`config.mk`:
```
export PLATFORM = sky130hd
export DESIGN_NAME = reg_writeback
export DESIGN_NICKNAME = d
export VERILOG_FILES = /design/src/rtl/reg_writeback.sv
export SDC_FILE = /design/constraint.sdc
export NUM_CORES = 1
export LEC_CHECK = 0
export CORE_MARGIN = 1.5
export CORE_UTILIZATION = 35
export DETAILED_ROUTE_END_ITERATION = 10
export GPL_TIMING_DRIVEN = 0
export PLACE_DENSITY = 0.77
export SYNTH_ARGS = -nofsm -noshare
export SYNTH_HDL_FRONTEND = slang
export SYNTH_SLANG_ARGS = --single-unit
```
`constraint.sdc`:
```
create_clock -name i_clk -period 1.8 [get_ports i_clk]
set_input_delay 0.36 -clock i_clk [delete_from_list [all_inputs] [get_ports i_clk]]
set_output_delay 0.36 -clock i_clk [all_outputs]
set_load 0.01 [all_outputs]
```
`src/rtl/reg_writeback.sv`:
```
// Writeback stage: merges ALU and load result channels into the single register-file write port.
// Optional pending-register scoreboard is built when REG_WRITEBACK_SCOREBOARD_EN is defined.
module reg_writeback #(
   parameter int STARVE_LIMIT = 4
) (
   input  logic        i_clk,
   input  logic        i_rst_n,
   input  logic        i_alu_valid,
   output logic        o_alu_ready,
   input  logic [4:0]  i_alu_rd,
   input  logic [31:0] i_alu_data,
   input  logic        i_ld_valid,
   output logic        o_ld_ready,
   input  logic [4:0]  i_ld_rd,
   input  logic [31:0] i_ld_data,
   input  logic [2:0]  i_ld_funct3,
   input  logic [1:0]  i_ld_offset,
   input  logic        i_issue_valid,
   input  logic [4:0]  i_issue_rd,
   input  logic [4:0]  i_rs1_addr,
   input  logic [4:0]  i_rs2_addr,
   output logic        o_rs1_busy,
   output logic        o_rs2_busy,
   output logic [4:0]  o_rd_addr,
   output logic [31:0] o_rd_data,
   output logic        o_write_en
);

   localparam logic [2:0] LIMIT = 3'(STARVE_LIMIT);

   logic        stall_q;
   logic [2:0]  starve_cnt;
   logic [2:0]  cnt_inc;
   logic        stall_act;
   logic        alu_acc;
   logic        ld_acc;
   logic [7:0]  ld_byte;
   logic [15:0] ld_half;
   logic [31:0] ld_ext;

   // A stall pending at reset must not hold off the ALU while reset is asserted.
   assign stall_act   = stall_q & i_rst_n;
   assign o_alu_ready = ~stall_act;
   assign o_ld_ready  = stall_act | ~i_alu_valid;
   assign alu_acc     = i_alu_valid & o_alu_ready;
   assign ld_acc      = i_ld_valid & o_ld_ready & ~alu_acc;
   assign cnt_inc     = (starve_cnt == 3'd7) ? 3'd7 : starve_cnt + 3'd1;

   always_ff @(posedge i_clk) begin
      if (!i_rst_n) begin
         stall_q    <= 1'b0;
         starve_cnt <= 3'd0;
      end else begin
         stall_q <= 1'b0;
         if (!i_ld_valid || ld_acc) begin
            starve_cnt <= 3'd0;
         end else if (cnt_inc == LIMIT) begin
            stall_q    <= 1'b1;
            starve_cnt <= 3'd0;
         end else begin
            starve_cnt <= cnt_inc;
         end
      end
   end

   always_comb begin
      ld_byte = i_ld_data[{i_ld_offset, 3'b000} +: 8];
      ld_half = i_ld_offset[1] ? i_ld_data[31:16] : i_ld_data[15:0];
      case (i_ld_funct3)
         3'b000:  ld_ext = {{24{ld_byte[7]}}, ld_byte};
         3'b001:  ld_ext = {{16{ld_half[15]}}, ld_half};
         3'b100:  ld_ext = {24'd0, ld_byte};
         3'b101:  ld_ext = {16'd0, ld_half};
         default: ld_ext = i_ld_data;
      endcase
   end

   always_ff @(posedge i_clk) begin
      if (!i_rst_n) begin
         o_write_en <= 1'b0;
         o_rd_addr  <= 5'd0;
         o_rd_data  <= 32'd0;
      end else if (alu_acc) begin
         o_write_en <= |i_alu_rd;
         o_rd_addr  <= i_alu_rd;
         o_rd_data  <= i_alu_data;
      end else if (ld_acc) begin
         o_write_en <= |i_ld_rd;
         o_rd_addr  <= i_ld_rd;
         o_rd_data  <= ld_ext;
      end else begin
         o_write_en <= 1'b0;
      end
   end

`ifdef REG_WRITEBACK_SCOREBOARD_EN
   logic [31:0] busy_q;
   logic [31:0] busy_set;
   logic [31:0] busy_clr;

   always_comb begin
      busy_set = '0;
      busy_clr = '0;
      if (i_issue_valid) busy_set[i_issue_rd] = 1'b1;
      if (o_write_en)    busy_clr[o_rd_addr]  = 1'b1;
   end

   // Set applied after clear so a re-issue in the write cycle keeps the register busy.
   always_ff @(posedge i_clk) begin
      if (!i_rst_n) busy_q <= '0;
      else          busy_q <= ((busy_q & ~busy_clr) | busy_set) & ~32'd1;
   end

   assign o_rs1_busy = busy_q[i_rs1_addr] & ~(o_write_en & (o_rd_addr == i_rs1_addr));
   assign o_rs2_busy = busy_q[i_rs2_addr] & ~(o_write_en & (o_rd_addr == i_rs2_addr));
`else
   logic unused_issue;
   assign unused_issue = ^{i_issue_valid, i_issue_rd, i_rs1_addr, i_rs2_addr};
   assign o_rs1_busy   = 1'b0;
   assign o_rs2_busy   = 1'b0;
`endif

endmodule

```
==> results of run 1 <==
metal layers:
layer / up-vias / track usage (%) / part of all wire (%)
li1: 1382 / - / -
met1: 1345 / 31.2 / 42
met2: 110 / 40.2 / 49
met3: 11 / 5.40 / 8.0
met4: 0 / 5.34 / 1.1
met5: - / 0 / 0
repair_timing:
item / CTS / global route
pin swaps: 3 / 1
endpoints found under the setup margin: 35 / 29
gates cloned: 1 / 0
hold endpoints to repair: 0 / 0
buffers inserted: 3 / 0
resized for setup: 36 / 14
per-stage QoR:
step,util (%),cells,setup slack [ps],hold WS [ps],total power [mW]
6_report,58.3,532,27.4,480,2.37
5_1_grt,58.3,532,-22.5,519,2.49
4_1_cts,58.1,533,-16.7,483,2.37
3_5_place_dp,55.8,524,-720,472,1.76
3_3_place_gp,55.8,524,-711,448,1.74
2_1_floorplan,-,307,51.1,437,1.36
registers in the layout (all words and copies together), names as in the netlist:
name,cells
o_rd_addr,5
starve_cnt,3
stall_q,1
o_write_en,1
o_rd_data,32
cell type report:
type / instances / area share (%)
timing repair buffer: 125 / 30.9
clock buffer: 6 / 2.07
tap: 96 / 3.01
buffer: 28 / 4.02
inverter: 11 / 1.04
multi-input combinational: 224 / 37.9
sequential: 42 / 21.1
cell usage in the layout (no fill, tap or decap), types with 3 or more instances in the layout:
cell / n
buf_6: 3
clkdlybuf4s50_1: 112
o21ai_0: 20
a211oi_1: 5
mux2i_1: 12
mux2_2: 9
dfxtp_1: 42
clkbuf_2: 7
o311ai_0: 5
a221o_1: 8
nor2b_1: 7
a21oi_1: 34
inv_1: 9
o22ai_1: 7
clkbuf_8: 8
nor2_1: 8
nor3_1: 8
o311ai_1: 3
a221oi_1: 17
dlygate4sd2_1: 6
buf_2: 5
nor3b_1: 15
nand2_1: 35
nand2b_1: 10
clkbuf_1: 12
buf_4: 5
synthesized netlist by cell type (9+ instances only):
library cell	n	area share (%)
a21oi_1	34	6.9
nor3_1	9	1.8
nand2_1	35	5.3
clkbuf_1	21	3.2
nor3b_1	16	4.8
mux2i_1	12	4.8
a221oi_1	17	6.0
mux2_2	11	5.0
o21ai_0	20	4.0
inv_1	10	1.5
nand2b_1	10	2.5
dfxtp_1	42	34
critical path: cells and delay by family:
| kind | cells | cell delay (ps) |
|---|---|---|
| buffers and inverters | 4 | 850 |
| AOI/OAI and AO/OA | 1 | 200 |
worst max-delay path by stage:
stage                               from             to  slack, ps  cells after the start
after global routing         i_alu_valid        stall_q        -20                      5
after CTS                        i_rst_n    o_alu_ready        -20                      4
after floorplan           i_ld_offset[0]  o_rd_data[21]         50                      5
after global placement           i_rst_n     o_ld_ready       -710                      5
after detailed placement         i_rst_n     o_ld_ready       -720                      5
final                        i_alu_valid     o_ld_ready         30                      5
where the power goes:
part	switching, mW	total, mW	internal, mW
Clock	0.314	0.610	0.296
Combinational	0.322	0.739	0.417
Sequential	0.0320	1.03	0.994
Total	0.668	2.37	1.71
kinds of logic after synthesis:
| family | after synthesis | share of synthesized area, % |
|---|---|---|
| multiplexers | 24 | 10.7 |
| buffers and inverters | 41 | 6.96 |
| AO/OA/AOI/OAI | 104 | 28.1 |
| other | 1 | 0.151 |
| XOR/XNOR | 1 | 0.353 |
| adder cells (fa/ha/maj) | 1 | 0.504 |
| flip-flops | 42 | 33.9 |
| AND/OR/NAND/NOR | 92 | 19.3 |
==> flow_metrics.env, run 1 <==
export IMPL_path_max_fanout=10
export IMPL_syn_to_final_growth_pct=60.7
export IMPL_finalSetupViolations=0
export IMPL_synth_cell_types=38
export IMPL_r2r_slack_ps=230
export IMPL_grt_pass1_wl_microns=14000
export IMPL_holdPathEnd="starve_cnt[0]"
export IMPL_clock_sinks=42
export IMPL_maxCapViolCount=0
export IMPL_synth_edf_count=0
export IMPL_ys_seq_elements=42
export IMPL_syn_avg_cell_area_sq_um=8.10
export IMPL_viasPerCell=5.35
export IMPL_cts_buffers=5
export IMPL_crit_required_ps=1440
export IMPL_rows=30
export IMPL_clk_pin_slew_ps=80
export IMPL_initial_core_util_pct=36.3
export IMPL_grt_overflow_total=0
export IMPL_design_area_sq_mm=0.00399
export IMPL_drive_gt1_share_pct=11.5
export IMPL_firstDrtPassIters=4
export IMPL_critPathKind="in2out"
export IMPL_hold_depth=1
export IMPL_hp_class="reg2reg"
export IMPL_p_leak_nw=1.51
export IMPL_power_per_cell_area_mw_per_mm2=596
export IMPL_cts_tree="yes"
export IMPL_yosysWarnings=0
export IMPL_io_buffers=121
export IMPL_endpoint_kind="output port"
export IMPL_insertion_delay_ps=290
export IMPL_cts_hold_buf=0
export IMPL_r2r_end="o_rd_data[30]"
export IMPL_coreArea_sq_mm=0.00683
export IMPL_drc=0
export IMPL_maxSlewHeadroom_pct=61.5
export IMPL_n_antenna_cell=0
export IMPL_grt_pass1_vias=2874
export IMPL_skew_ps=1.67
export IMPL_crit_arrival_ps=1410
export IMPL_die_height_microns=87.2
export IMPL_ios=141
export IMPL_drv_slew=0
export IMPL_worst_r2r_startpoint="stall_q"
export IMPL_multi_input_area_sq_mm=0.00151
export IMPL_rr_worst_depth=5
export IMPL_rsz0062_at_grt="yes"
export IMPL_antenna_found_initial=0
export IMPL_worstPathCellList="clkdlybuf4s50_1 > a21boi_4 > inv_2 > clkbuf_8 > buf_2"
export IMPL_peakVddDrop_mv=0.318
export IMPL_drt_wl_total_microns=8890
export IMPL_gp_congestion=0.886
export IMPL_async_flop_share_pct=0
export IMPL_drt_iter0_markers=252
export IMPL_dieArea_sq_mm=0.00760
export IMPL_ys_seq_area_share_pct=33.9
export IMPL_hp_start="starve_cnt[0]"
export IMPL_min_period_ps=1770
export IMPL_n_fill_cell=620
export IMPL_root_buffer="clkbuf_8"
export IMPL_vias=2848
export IMPL_grt_max_degree=12
export IMPL_period_share_pct=98.5
export IMPL_place_area_sq_mm=0.00381
export IMPL_finalHoldViolations=0
export IMPL_seqCellArea_sq_um=841
export IMPL_clk_path_buf_depth=2
export IMPL_dp_hpwl_microns=6790
export IMPL_synthCells=306
export IMPL_cpMaxStageDelayCell="clkdlybuf4s50_1"
export IMPL_final_nets=537
export IMPL_track_usage_pct=23.9
export IMPL_wl_per_cell_microns=16.7
export IMPL_cp_start_kind="input port"
export IMPL_synth_flop_cell="dfxtp_1"
export IMPL_worst_pin_slew_ps=578
export IMPL_slowest_delay_ps=450
export IMPL_antenna_left=0
export IMPL_status="finished clean"
export IMPL_netlist_area_sq_mm=0.00248
export IMPL_cts_max_level=2
export IMPL_die_x_microns=87.2
export IMPL_fin_tns_setup_ps=0
export IMPL_timing_fmax_mhz=564
Note: power is estimated with default switching activity, not from simulation.
==> run 2, diff against run 1 <==
--- a/config.mk
+++ b/config.mk
@@ -7,6 +7,7 @@
 export LEC_CHECK = 0
 export CORE_MARGIN = 1.5
 export CORE_UTILIZATION = 35
+export CTS_CLUSTER_DIAMETER = 150
 export DETAILED_ROUTE_END_ITERATION = 10
 export GPL_TIMING_DRIVEN = 0
 export PLACE_DENSITY = 0.77
==> results of run 2 <==
No change in the layout: final DEF, timing and power equal those of run 1.
==> run 3, diff against run 2 <==
--- a/config.mk
+++ b/config.mk
@@ -10,6 +10,7 @@
 export CTS_CLUSTER_DIAMETER = 150
 export DETAILED_ROUTE_END_ITERATION = 10
 export GPL_TIMING_DRIVEN = 0
+export HOLD_SLACK_MARGIN = 0.03
 export PLACE_DENSITY = 0.77
 export SYNTH_ARGS = -nofsm -noshare
 export SYNTH_HDL_FRONTEND = slang
==> results of run 3 <==
No change in the layout: final DEF, timing and power equal those of run 1.
